File: config.mk
export PLATFORM = sky130hd
export DESIGN_NAME = player_ctrl_flat
export DESIGN_NICKNAME = d
export VERILOG_FILES = /design/src/rtl/player_ctrl_if.sv /design/src/rtl/player_ctrl.sv /design/src/flat_wrapper.sv
export SDC_FILE = /design/constraint.sdc
export NUM_CORES = 1
export LEC_CHECK = 0
export CAP_MARGIN = 5
export CORE_ASPECT_RATIO = 0.8
export CORE_MARGIN = 3
export CORE_UTILIZATION = 50
export CTS_BUF_LIST = sky130_fd_sc_hd__clkbuf_4
export CTS_CLUSTER_DIAMETER = 60
export CTS_CLUSTER_SIZE = 28
export DETAILED_ROUTE_END_ITERATION = 16
export PLACE_DENSITY = 0.85
export SYNTH_ARGS = -nofsm -noshare
export SYNTH_HDL_FRONTEND = slang
export SYNTH_SLANG_ARGS = --single-unit
File: constraint.sdc
create_clock -name px_clk -period 3.4 [get_ports px_clk]
set_input_delay 0.68 -clock px_clk [delete_from_list [all_inputs] [get_ports px_clk]]
set_output_delay 0.68 -clock px_clk [all_outputs]
set_load 0.02 [all_outputs]
File: src/rtl/player_ctrl_if.sv
// Signal bundle between the RGB/button front end and the paddle position controller.
// The master drives stream, buttons and AI inputs; the slave (player_ctrl) returns pos and moving.
interface player_ctrl_if;
  logic [25:0] strRGB_i;
  logic        btn_up;
  logic        btn_down;
  logic        ai_mode;
  logic [9:0]  ball_pos;
  logic [9:0]  pos;
  logic        moving;

  modport master (
    output strRGB_i, btn_up, btn_down, ai_mode, ball_pos,
    input  pos, moving
  );

  modport slave (
    input  strRGB_i, btn_up, btn_down, ai_mode, ball_pos,
    output pos, moving
  );
endinterface

File: src/rtl/player_ctrl.sv
// Per-frame pong paddle position controller: button/AI direction, hold-to-accelerate, edge clamp.
// Define PLAYER_AI_EN to enable automatic ball tracking when ai_mode is high.
module player_ctrl #(
  parameter bit paddle_type  = 1'b0,  // 0: vertical (extent 600), 1: horizontal (extent 800)
  parameter int size_player  = 80,
  parameter int pos_init     = 260,
  parameter int speed_min    = 1,
  parameter int speed_max    = 8,
  parameter int accel_frames = 4
) (
  input  logic         px_clk,
  input  logic         reset,
  player_ctrl_if.slave bus
);

  localparam int          extent  = paddle_type ? 800 : 600;
  localparam int          limit   = extent - size_player;
  localparam logic [10:0] limit_c = 11'(limit);

  typedef enum logic [1:0] {ST_WAIT, ST_SAMPLE, ST_STEP, ST_CLAMP} state_t;
  typedef enum logic [1:0] {DIR_NONE, DIR_UP, DIR_DOWN} dir_t;

  state_t      state_reg, state_next;
  dir_t        dir_reg, dir_next, dir_sample;
  logic [9:0]  speed_reg, speed_next;
  logic [7:0]  cnt_reg, cnt_next;
  logic [10:0] cand_reg, cand_next;
  logic [9:0]  pos_reg, pos_next, pos_clamped;
  logic        moving_reg, moving_next;
  logic        vs_d_reg;
  logic        tick;

  // Two-flop synchronizers: bit 0 = up, bit 1 = down
  logic [1:0] btn_raw, btn_sync;
  assign btn_raw = {bus.btn_down, bus.btn_up};

  genvar gi;
  generate
    for (gi = 0; gi < 2; gi++) begin : g_sync
      logic s1_reg, s2_reg;
      always_ff @(posedge px_clk) begin
        if (reset) begin
          s1_reg <= 1'b0;
          s2_reg <= 1'b0;
        end else begin
          s1_reg <= btn_raw[gi];
          s2_reg <= s1_reg;
        end
      end
      assign btn_sync[gi] = s2_reg;
    end
  endgenerate

  assign tick = bus.strRGB_i[1] & ~vs_d_reg;

`ifdef PLAYER_AI_EN
  logic [10:0] centre, ball_ext;
  assign centre   = {1'b0, pos_reg} + 11'(size_player / 2);
  assign ball_ext = {1'b0, bus.ball_pos};
  logic unused_rgb;
  assign unused_rgb = ^{bus.strRGB_i[25:2], bus.strRGB_i[0]};
`else
  logic unused_ai;
  assign unused_ai = ^{bus.ai_mode, bus.ball_pos, bus.strRGB_i[25:2], bus.strRGB_i[0]};
`endif

  always_comb begin
    dir_sample = DIR_NONE;
`ifdef PLAYER_AI_EN
    if (bus.ai_mode) begin
      if (ball_ext + 11'd4 < centre)      dir_sample = DIR_UP;
      else if (ball_ext > centre + 11'd4) dir_sample = DIR_DOWN;
    end else
`endif
    begin
      if (btn_sync[0] && !btn_sync[1])      dir_sample = DIR_UP;
      else if (btn_sync[1] && !btn_sync[0]) dir_sample = DIR_DOWN;
    end
  end

  always_ff @(posedge px_clk) begin
    if (reset) begin
      state_reg  <= ST_WAIT;
      dir_reg    <= DIR_NONE;
      speed_reg  <= 10'(speed_min);
      cnt_reg    <= 8'd0;
      cand_reg   <= 11'd0;
      pos_reg    <= 10'(pos_init);
      moving_reg <= 1'b0;
      vs_d_reg   <= 1'b1;
    end else begin
      state_reg  <= state_next;
      dir_reg    <= dir_next;
      speed_reg  <= speed_next;
      cnt_reg    <= cnt_next;
      cand_reg   <= cand_next;
      pos_reg    <= pos_next;
      moving_reg <= moving_next;
      vs_d_reg   <= bus.strRGB_i[1];
    end
  end

  always_comb begin
    state_next  = state_reg;
    dir_next    = dir_reg;
    speed_next  = speed_reg;
    cnt_next    = cnt_reg;
    cand_next   = cand_reg;
    pos_next    = pos_reg;
    moving_next = moving_reg;
    pos_clamped = cand_reg[9:0];

    case (state_reg)
      ST_WAIT: begin
        if (tick) state_next = ST_SAMPLE;
      end
      ST_SAMPLE: begin
        state_next = ST_STEP;
        dir_next   = dir_sample;
        if (dir_sample == dir_reg && dir_sample != DIR_NONE) begin
          if (cnt_reg + 8'd1 == 8'(accel_frames)) begin
            cnt_next = 8'd0;
            if (speed_reg < 10'(speed_max)) speed_next = speed_reg + 10'd1;
          end else begin
            cnt_next = cnt_reg + 8'd1;
          end
        end else if (dir_sample != dir_reg) begin
          speed_next = 10'(speed_min);
          cnt_next   = 8'd0;
        end
      end
      ST_STEP: begin
        state_next = ST_CLAMP;
        case (dir_reg)
          DIR_UP:   cand_next = {1'b0, pos_reg} - {1'b0, speed_reg};
          DIR_DOWN: cand_next = {1'b0, pos_reg} + {1'b0, speed_reg};
          default:  cand_next = {1'b0, pos_reg};
        endcase
      end
      ST_CLAMP: begin
        state_next = ST_WAIT;
        // Underflow is caught from the operands, not the wrapped difference
        if (dir_reg == DIR_UP && pos_reg < speed_reg)
          pos_clamped = 10'd0;
        else if (dir_reg == DIR_DOWN && cand_reg > limit_c)
          pos_clamped = limit_c[9:0];
        pos_next    = pos_clamped;
        moving_next = (pos_clamped != pos_reg);
      end
      default: state_next = ST_WAIT;
    endcase
  end

  assign bus.pos    = pos_reg;
  assign bus.moving = moving_reg;

endmodule

File: src/flat_wrapper.sv
// flat-port wrapper written by rule: the top's interface ports become plain ports
module player_ctrl_flat 
#(
  parameter bit paddle_type  = 1'b0,                                                         
  parameter int size_player  = 80,
  parameter int pos_init     = 260,
  parameter int speed_min    = 1,
  parameter int speed_max    = 8,
  parameter int accel_frames = 4
)
  (px_clk, reset, bus_strRGB_i, bus_btn_up, bus_btn_down, bus_ai_mode, bus_ball_pos, bus_pos, bus_moving);
  player_ctrl_if bus_i ();
  input  logic px_clk;
  input  logic reset;
  input wire logic [$bits(bus_i.strRGB_i)-1:0] bus_strRGB_i;
  input wire logic [$bits(bus_i.btn_up)-1:0] bus_btn_up;
  input wire logic [$bits(bus_i.btn_down)-1:0] bus_btn_down;
  input wire logic [$bits(bus_i.ai_mode)-1:0] bus_ai_mode;
  input wire logic [$bits(bus_i.ball_pos)-1:0] bus_ball_pos;
  output wire logic [$bits(bus_i.pos)-1:0] bus_pos;
  output wire logic [$bits(bus_i.moving)-1:0] bus_moving;
  assign bus_i.strRGB_i = bus_strRGB_i;
  assign bus_i.btn_up = bus_btn_up;
  assign bus_i.btn_down = bus_btn_down;
  assign bus_i.ai_mode = bus_ai_mode;
  assign bus_i.ball_pos = bus_ball_pos;
  assign bus_pos = bus_i.pos;
  assign bus_moving = bus_i.moving;
  player_ctrl #(.paddle_type(paddle_type), .size_player(size_player), .pos_init(pos_init), .speed_min(speed_min), .speed_max(speed_max), .accel_frames(accel_frames)) u_core (.px_clk(px_clk), .reset(reset), .bus(bus_i));
endmodule
Word-level counts from Yosys, hierarchy flattened
Index checks and enable logic that the tools add are counted.
{"block": "classes", "addsub": 4, "magnitude_cmp": 3, "n_eq_ne": 12, "muxes": 15, "bitwise": 2, "reduce_logical": 12}
{"cell": "10-bit 2-to-1 mux", "count": 7}
{"cell": "8-bit 2-to-1 mux", "count": 3}
{"cell": "11-bit case mux with 2 select lines", "count": 1}
{"cell": "10-bit by 10-bit adder with 11-bit output", "count": 1}
{"cell": "11-bit by 10-bit > comparator with 1-bit output (second input constant)", "count": 1}
{"cell": "10-bit by 10-bit subtractor with 11-bit output", "count": 1}
{"cell": "10-bit by 1-bit adder with 10-bit output (second input constant)", "count": 1}
{"cell": "10-bit less-than comparator", "count": 1}
{"cell": "10-bit by 4-bit less-than comparator with 1-bit output (second input constant)", "count": 1}
{"cell": "10-bit != test", "count": 1}
{"cell": "8-bit by 1-bit adder with 8-bit output (second input constant)", "count": 1}
{"cell": "8-bit by 3-bit equality test with 1-bit output (second input constant)", "count": 1}
{"cell": "2-bit case mux with 4 select lines", "count": 1}
{"cell": "2-bit equality test (second input constant)", "count": 3}
{"cell": "2-bit 2-to-1 mux", "count": 3}
{"cell": "1-bit logical AND", "count": 5}
{"cell": "2-bit by 1-bit equality test with 1-bit output (second input constant)", "count": 2}
{"cell": "2-bit != test (second input constant)", "count": 2}
{"cell": "4-bit AND reduction", "count": 1}
{"cell": "2-bit nonzero test", "count": 2}
{"cell": "2-bit equality test", "count": 1}
{"cell": "1-bit logical NOT", "count": 2}
{"cell": "2-bit logical NOT", "count": 1}
{"cell": "2-bit by 1-bit != test with 1-bit output (second input constant)", "count": 1}
{"cell": "4 further kinds", "count": 4}
{"block": "word_totals", "reg_bits": 49, "in_bits": 41, "output_inout_bits": 11, "wordCells": 60}

Longest topological paths before layout
Gate-level depths: netlist (run 1).
{"block": "logic_depth", "word_depth": 8, "depth_mapped": 12, "mapped_depth_nobuf": 11}

Worst setup path after synthesis (run 1)
Ideal clock, no wire load.
{"block": "synth_timing", "path_type": "register to register", "from": "register u_core.pos_reg[0] (netlist: u_core.bus.pos[0])", "to": "register u_core.cand_reg[6]", "setup_time_ps": 133, "arrival_time_ps": 2282, "required_time_ps": 3267, "path_slack_ps": 986, "path_stages_with_launch": 12, "path_buffers": 0, "period_less_slack_ps": 2414, "cell_sequence": "dfxtp_1 inv_1 ha_1 fa_1 nor2b_1 o21ai_0 a21oi_1 o21ai_1 and2b_1 xnor2_1 a221oi_1 o32ai_1"}
{"block": "synth_via", "elab_chain_len": 2, "word_cells_on_any_way": 3, "cone_classes": "add/sub (2); mux (1)"}
{"item": "start, declared", "line": "player_ctrl.sv:28", "source": "logic [9:0] pos_reg, pos_next, pos_clamped;"}
{"item": "start signal, assigned", "line": "player_ctrl.sv:88", "source": "pos_reg <= 10'(pos_init);"}
{"item": "start signal, assigned", "line": "player_ctrl.sv:97", "source": "pos_reg <= pos_next;"}
{"item": "10-bit by 10-bit adder with 11-bit output or 10-bit by 10-bit subtractor with 11-bit output (tied branches)", "line": "player_ctrl.sv:136, player_ctrl.sv:135"}
{"item": "11-bit case mux with 2 select lines (*)", "line": "player_ctrl.sv:134", "source": "case (dir_reg)"}
{"item": "end signal, assigned", "line": "player_ctrl.sv:96", "source": "cand_reg <= cand_next;"}
{"item": "end, declared", "line": "player_ctrl.sv:27", "source": "logic [10:0] cand_reg, cand_next;"}
Every way passes the cells marked *; elsewhere a longest branch is shown, timed or not.
A chain may end at the register's enable or synchronous reset.

Worst setup path after layout (run 1)
Ends and elaborated chain as after synthesis.

==> impl_metrics.py, run 1 <==
metrics = {
    "pwr": {
        "p_sw_share_pct": 36.3,
        "p_leak_nw": 1.42,
        "seq_power_share_pct": 50.2,
        "p_comb_share_pct": 28.6,
        "power.density_nw_per_um2": 359,
        "p_clk_share_pct": 21.2,
        "total_power_w": 0.00133,
        "peakVddDrop_v": 0.000296,
        "power_switching_w": 0.000485,
        "p_int_w": 0.000850,
    },
    "routing": {
        "drt_iter0_markers": 244,
        "vias": 3189,
        "drc_errors": 0,
        "wl_per_cell_um": 16.8,
        "ant_nets": 0,
        "wl_mm": 8.85,
        "vias_per_cell": 6.07,
        "dr.pass1.iters": 5,
    },
    "grt": {
        "antenna_found_initial": 0,
        "grt_pass1_vias": 2945,
        "grt_pass1_wl_mm": 14.7,
        "grt-ovfl-total": 0,
        "grt_max_degree": 22,
        "grt_use_total_pct": 23.2,
    },
    "placement": {
        "place_hpwl_mm": 6.62,
        "place_area_um2": 3660,
        "place_congestion": 0.931,
        "io_buffers": 15,
        "preCtsSetupSlack_ns": 0.519,
    },
    "timing": {
        "final.min_clock_period_ns": 3.02,
        "post-route-period-util_pct": 88.8,
        "drv_slew": 0,
        "setup_viol": 0,
        "setup_ws_ns": 0.380,
        "fmaxAchievable_mhz": 331,
        "grt_setup_unrepaired": "false",
        "tns_ns": 0,
        "fin_skew_ns": 0.0187,
        "hold_ws_ns": 0.452,
        "worstMarginPinSlew_ns": 0.754,
        "finalHoldViolCount": 0,
        "slew_headroom_pct": 49.8,
    },
    "worst_setup_path": {
        "cp_max_fo": 6,
        "crit_required_ns": 3.65,
        "worstSetupPathType": "reg2reg",
        "start_kind": "flip-flop",
        "cp.arrival_ns": 3.27,
        "endpoint_kind": "flip-flop",
    },
    "floorplanning": {
        "ioPinCount": 52,
        "initial_core_util_pct": 52.4,
        "die_x_um": 98.4,
        "die_h_um": 79.9,
        "die_area_um2": 7860,
        "core_um2": 6510,
        "rows": 26,
    },
    "clocking": {
        "path_clk_slew_ns": 0.14,
        "htree_levels": 2,
        "hold_buffers": 0,
        "post_cts_buffers": 0,
        "clk_path_buf_depth": 2,
        "clk_latency_ns": 0.39,
        "cts_resized": 0,
        "clock_sinks": 49,
        "cts_root_buf": "clkbuf_4",
        "cts_buffers": 5,
        "cts_tree": "yes",
    },
    "finish": {
        "design_area_um2": 3720,
        "final_net_count": 515,
        "antennaDiodeCount": 0,
        "largest_reg_flops": 11,
        "drive_gt1_share_pct": 5.67,
        "area_growth_pct": 8.95,
        "final_cell_mix": "49 x dfxtp_1, 39 x nor2_1, 38 x a21oi_1, 35 x inv_1, 32 x ha_1",
        "final_common_cell": "dfxtp_1",
    },
    "synthesis": {
        "syn_inst": 425,
        "synth-edff-count": 0,
        "syn_nets": 500,
        "synth_cell_types": 63,
        "async_flop_share_pct": 0,
        "ys.flop_type": "dfxtp_1",
        "yosysSeqAreaShare_pct": 28.7,
        "synthesis.area_um2": 3410,
        "synth_warnings": 0,
        "synth.avg_cell_area_um2": 8.03,
        "ys_seq_elements": 49,
    },
    "outcome": {
        "status": "completed",
    },
    "hold_path": {
        "holdCritPathClass": "reg2reg",
    },
    "run": {
        "cap_violations": 0,
    },
}
==> final timing paths <==
kind,from,end,slack [ns],depth (start not counted)
setup / recovery,u_core.bus.pos[0],u_core.cand_reg[6],0.38,11
hold / removal,u_core.g_sync[1].s1_reg,u_core.g_sync[1].s2_reg,0.45,1
setup reg to reg,u_core.bus.pos[0],u_core.cand_reg[6],0.38,11
hold reg to reg,u_core.g_sync[1].s1_reg,u_core.g_sync[1].s2_reg,0.45,1
==> area by class of cell <==
type,instances,area (um2)
flip-flops and latches,49,981
clock buffers,5,37.5
multi-input cells,322,2210
clock inverters,3,20.0
inverters,37,139
fillers,597,2790
well taps,84,105
repair buffers,25,225
==> kinds of logic after synthesis <==
kind of cell / Yosys count / synth area share [%]
compound gates: 118 / 22.6
flops: 49 / 28.7
mux: 10 / 3.08
simple gates: 143 / 21.8
xor+xnor: 17 / 4.36
buf+inv: 54 / 6.49
fa+ha+maj: 34 / 12.9
==> power by group through the flow <==
stage	clock network (W)	registers (W)	logic [W]
6_report	0.000282	0.000670	0.000382
5_1_grt	0.000309	0.000676	0.000424
2_1_floorplan	0	0.000669	0.000284
3_5_place_dp	0	0.000681	0.000371
4_1_cts	0.000289	0.000668	0.000376
3_3_place_gp	0	0.000675	0.000357
==> routing by layer <==
layer | vias up | global-route usage [%] | share of wire, %
met3 | 14 | 5.07 | 9.3
met5 | - | 0 | 0
met4 | 0 | 6.55 | 1.2
met2 | 130 | 34.4 | 43
li1 | 1543 | - | -
met1 | 1502 | 33.5 | 47
==> cell usage after synthesis, drive strengths merged (7+ instances only) <==
cell    count  area share, %
a211oi      9            2.3
and2        8            1.5
o21ai      25            3.7
nor2b      11            2.0
nand2b      7            1.3
a21oi      38            5.6
nor2       39            4.3
ha         32             12
xnor2      11            2.8
dfxtp      49             29
mux2i       9            2.6
inv        36            4.0
clkbuf     11            1.2
nor3        9            1.3
nand3      17            2.5
nand2      23            2.5
==> worst max-delay path: stages, from the launching register on <==
cell and delay [ns]:
dfxtp_1 0.54, inv_1 0.15, ha_1 0.26, fa_1 0.42
nor2b_1 0.13, o21ai_0 0.10, a21oi_1 0.26, o21ai_1 0.13
and2b_1 0.18, xnor2_1 0.12, a221oi_1 0.43, o32ai_1 0.17
==> metrics by stage <==
step / util (%) / instances
6_report: 57.1 / 525
5_1_grt: 57.1 / 525
4_1_cts: 57.1 / 525
3_5_place_dp: 56.3 / 517
3_3_place_gp: 56.3 / 517
2_1_floorplan: - / 425
Note: power is estimated with default switching activity, not from simulation.
==> run 2: changes to the inputs <==
--- a/config.mk
+++ b/config.mk
@@ -13,6 +13,7 @@
 export CTS_CLUSTER_DIAMETER = 60
 export CTS_CLUSTER_SIZE = 28
 export DETAILED_ROUTE_END_ITERATION = 16
+export HOLD_SLACK_MARGIN = 0.02
 export PLACE_DENSITY = 0.85
 export SYNTH_ARGS = -nofsm -noshare
 export SYNTH_HDL_FRONTEND = slang
==> results of run 2 <==
Final layout, timing and power as in run 1 (identical DEF).
==> run 3: changes to the inputs <==
--- a/config.mk
+++ b/config.mk
@@ -9,7 +9,6 @@
 export CORE_ASPECT_RATIO = 0.8
 export CORE_MARGIN = 3
 export CORE_UTILIZATION = 50
-export CTS_BUF_LIST = sky130_fd_sc_hd__clkbuf_4
 export CTS_CLUSTER_DIAMETER = 60
 export CTS_CLUSTER_SIZE = 28
 export DETAILED_ROUTE_END_ITERATION = 16
==> impl_metrics.py, run 3 (synthesis gave the netlist of run 1 again) <==
metrics = {
    "clocking": {
        "hold_buffers": 0,
        "path_clk_slew_ns": 0.09,
        "post_cts_buffers": 0,
        "clock_sinks": 49,
        "cts_tree": "yes",
        "cts_resized": 0,
        "cts_buffers": 5,
        "clk_latency_ns": 0.32,
        "clk_path_buf_depth": 2,
        "htree_levels": 2,
        "cts_root_buf": "clkbuf_8",
    },
    "worst_setup_path": {
        "timing.rr.end": "u_core.cand_reg[6]",
        "start_kind": "flip-flop",
        "endpoint_kind": "flip-flop",
        "cpMaxStageDelayCell": "dfxtp_1",
        "crit_required_ns": 3.57,
        "r2r_cells": 11,
        "cp_max_fo": 6,
        "r2r_slack_ns": 0.31,
        "cp.arrival_ns": 3.26,
        "cp_slowest_stage_delay_ns": 0.56,
        "r2r_start": "u_core.bus.pos[0]",
        "crit_chain": "inv_1 > ha_1 > fa_1 > nor2b_1 > o21ai_0 > a21oi_1 > o21ai_1 > and2b_1 > xnor2_1 > a221oi_1 > o32ai_1",
        "worstSetupPathType": "reg2reg",
    },
    "grt": {
        "grt_pass1_wl_mm": 14.7,
        "grt_use_total_pct": 23.5,
        "grt_max_degree": 22,
        "antenna_found_initial": 0,
        "grt-ovfl-total": 0,
        "grt_pass1_vias": 2956,
    },
    "timing": {
        "post-route-period-util_pct": 90.8,
        "final.min_clock_period_ns": 3.09,
        "slew_headroom_pct": 49.8,
        "setup_viol": 0,
        "fmaxAchievable_mhz": 324,
        "drv_slew": 0,
        "fin_skew_ns": 0.0131,
        "worstMarginPinSlew_ns": 0.753,
        "tns_ns": 0,
        "grt_setup_unrepaired": "false",
        "finalHoldViolCount": 0,
    },
    "hold_path": {
        "min_delay_path_depth": 1,
        "holdCritPathClass": "reg2reg",
        "holdPathEnd": "u_core.g_sync[1].s2_reg",
        "min_from": "u_core.g_sync[1].s1_reg",
    },
    "floorplanning": {
        "die_h_um": 79.9,
        "core_um2": 6510,
        "initial_core_util_pct": 52.4,
        "die_area_um2": 7860,
        "rows": 26,
        "ioPinCount": 52,
        "die_x_um": 98.4,
    },
    "routing": {
        "dr.pass1.iters": 5,
        "drt_iter0_markers": 259,
        "ant_nets": 0,
        "wl_per_cell_um": 17.0,
        "vias": 3215,
        "wl_mm": 8.94,
        "drc_errors": 0,
        "vias_per_cell": 6.12,
    },
    "finish": {
        "final_common_cell": "dfxtp_1",
        "seq_area_um2": 981,
        "multi_input_area_um2": 2210,
        "final_net_count": 515,
        "final_cell_mix": "49 x dfxtp_1, 39 x nor2_1, 38 x a21oi_1, 35 x inv_1, 32 x ha_1",
        "nFillCells": 591,
        "largest_reg_flops": 11,
        "area_growth_pct": 10.2,
        "antennaDiodeCount": 0,
        "drive_gt1_share_pct": 5.90,
    },
    "pwr": {
        "peakVddDrop_v": 0.000325,
        "total_power_w": 0.00143,
        "power.density_nw_per_um2": 380,
        "p_leak_nw": 1.44,
    },
    "placement": {
        "io_buffers": 15,
        "place_hpwl_mm": 6.62,
        "place_congestion": 0.931,
    },
    "outcome": {
        "status": "completed",
    },
    "run": {
        "cap_violations": 0,
    },
}
## run 3: changes by cell type in the layout (fill, tap and decap cells not counted)
cell / change
clkbuf_8: +6
clkbuf_4: -5
clkinv_1: -1
## run 3: worst max path at each step
stage	end	depth (start not counted)	start	slack [ns]
2_1_floorplan	u_core.cand_reg[6]	11	u_core.bus.pos[0]	0.99
3_3_place_gp	u_core.cand_reg[6]	11	u_core.bus.pos[0]	0.54
6_report	u_core.cand_reg[6]	11	u_core.bus.pos[0]	0.31
3_5_place_dp	u_core.cand_reg[6]	11	u_core.bus.pos[0]	0.52
5_1_grt	u_core.cand_reg[6]	11	u_core.bus.pos[0]	0.22
4_1_cts	u_core.cand_reg[6]	11	u_core.bus.pos[0]	0.42
## run 3: power by group
| group | internal (W) | switching (W) | total [W] |
|---|---|---|---|
| clock | 0.000168 | 0.000210 | 0.000378 |
| sequential | 0.000614 | 0.0000566 | 0.000670 |
| combinational | 0.000154 | 0.000226 | 0.000381 |
| total | 0.000936 | 0.000493 | 0.00143 |
## run 3: final cells by class
cell class / count / area share (%)
clock buffers: 6 / 2.20
repair buffers: 25 / 5.99
multi-input cells: 322 / 58.8
clock inverters: 2 / 0.433
well taps: 84 / 2.80
flip-flops and latches: 49 / 26.1
inverters: 37 / 3.70
## run 3: metrics by stage
step	util, %	area (um2)	std cells	hold WS, ns	setup slack (ns)
final	57.8	3760	525	0.441	0.311
after global routing	57.8	3760	525	0.461	0.219
after CTS	57.8	3760	525	0.444	0.422
after detailed placement	56.3	3660	517	0.422	0.519
after global placement	56.3	3660	517	0.419	0.539
after floorplan	-	3410	425	0.414	0.986
## run 3: metal layers
layer / vias to the layer above / share of wire [%] / track usage (%)
met2: 147 / 43 / 34.3
li1: 1534 / - / -
met3: 17 / 9.3 / 4.10
met1: 1517 / 46 / 34.2
met5: - / 0 / 0
met4: 0 / 1.8 / 9.00
## run 3: worst max-delay path, delay by kind of cell, from the launching register on
kind,cells,cell delay (ns)
compound gates,5,1.10
fa+ha+maj,2,0.68
flops,1,0.56
simple gates,2,0.31
buf+inv,1,0.16
xor+xnor,1,0.12
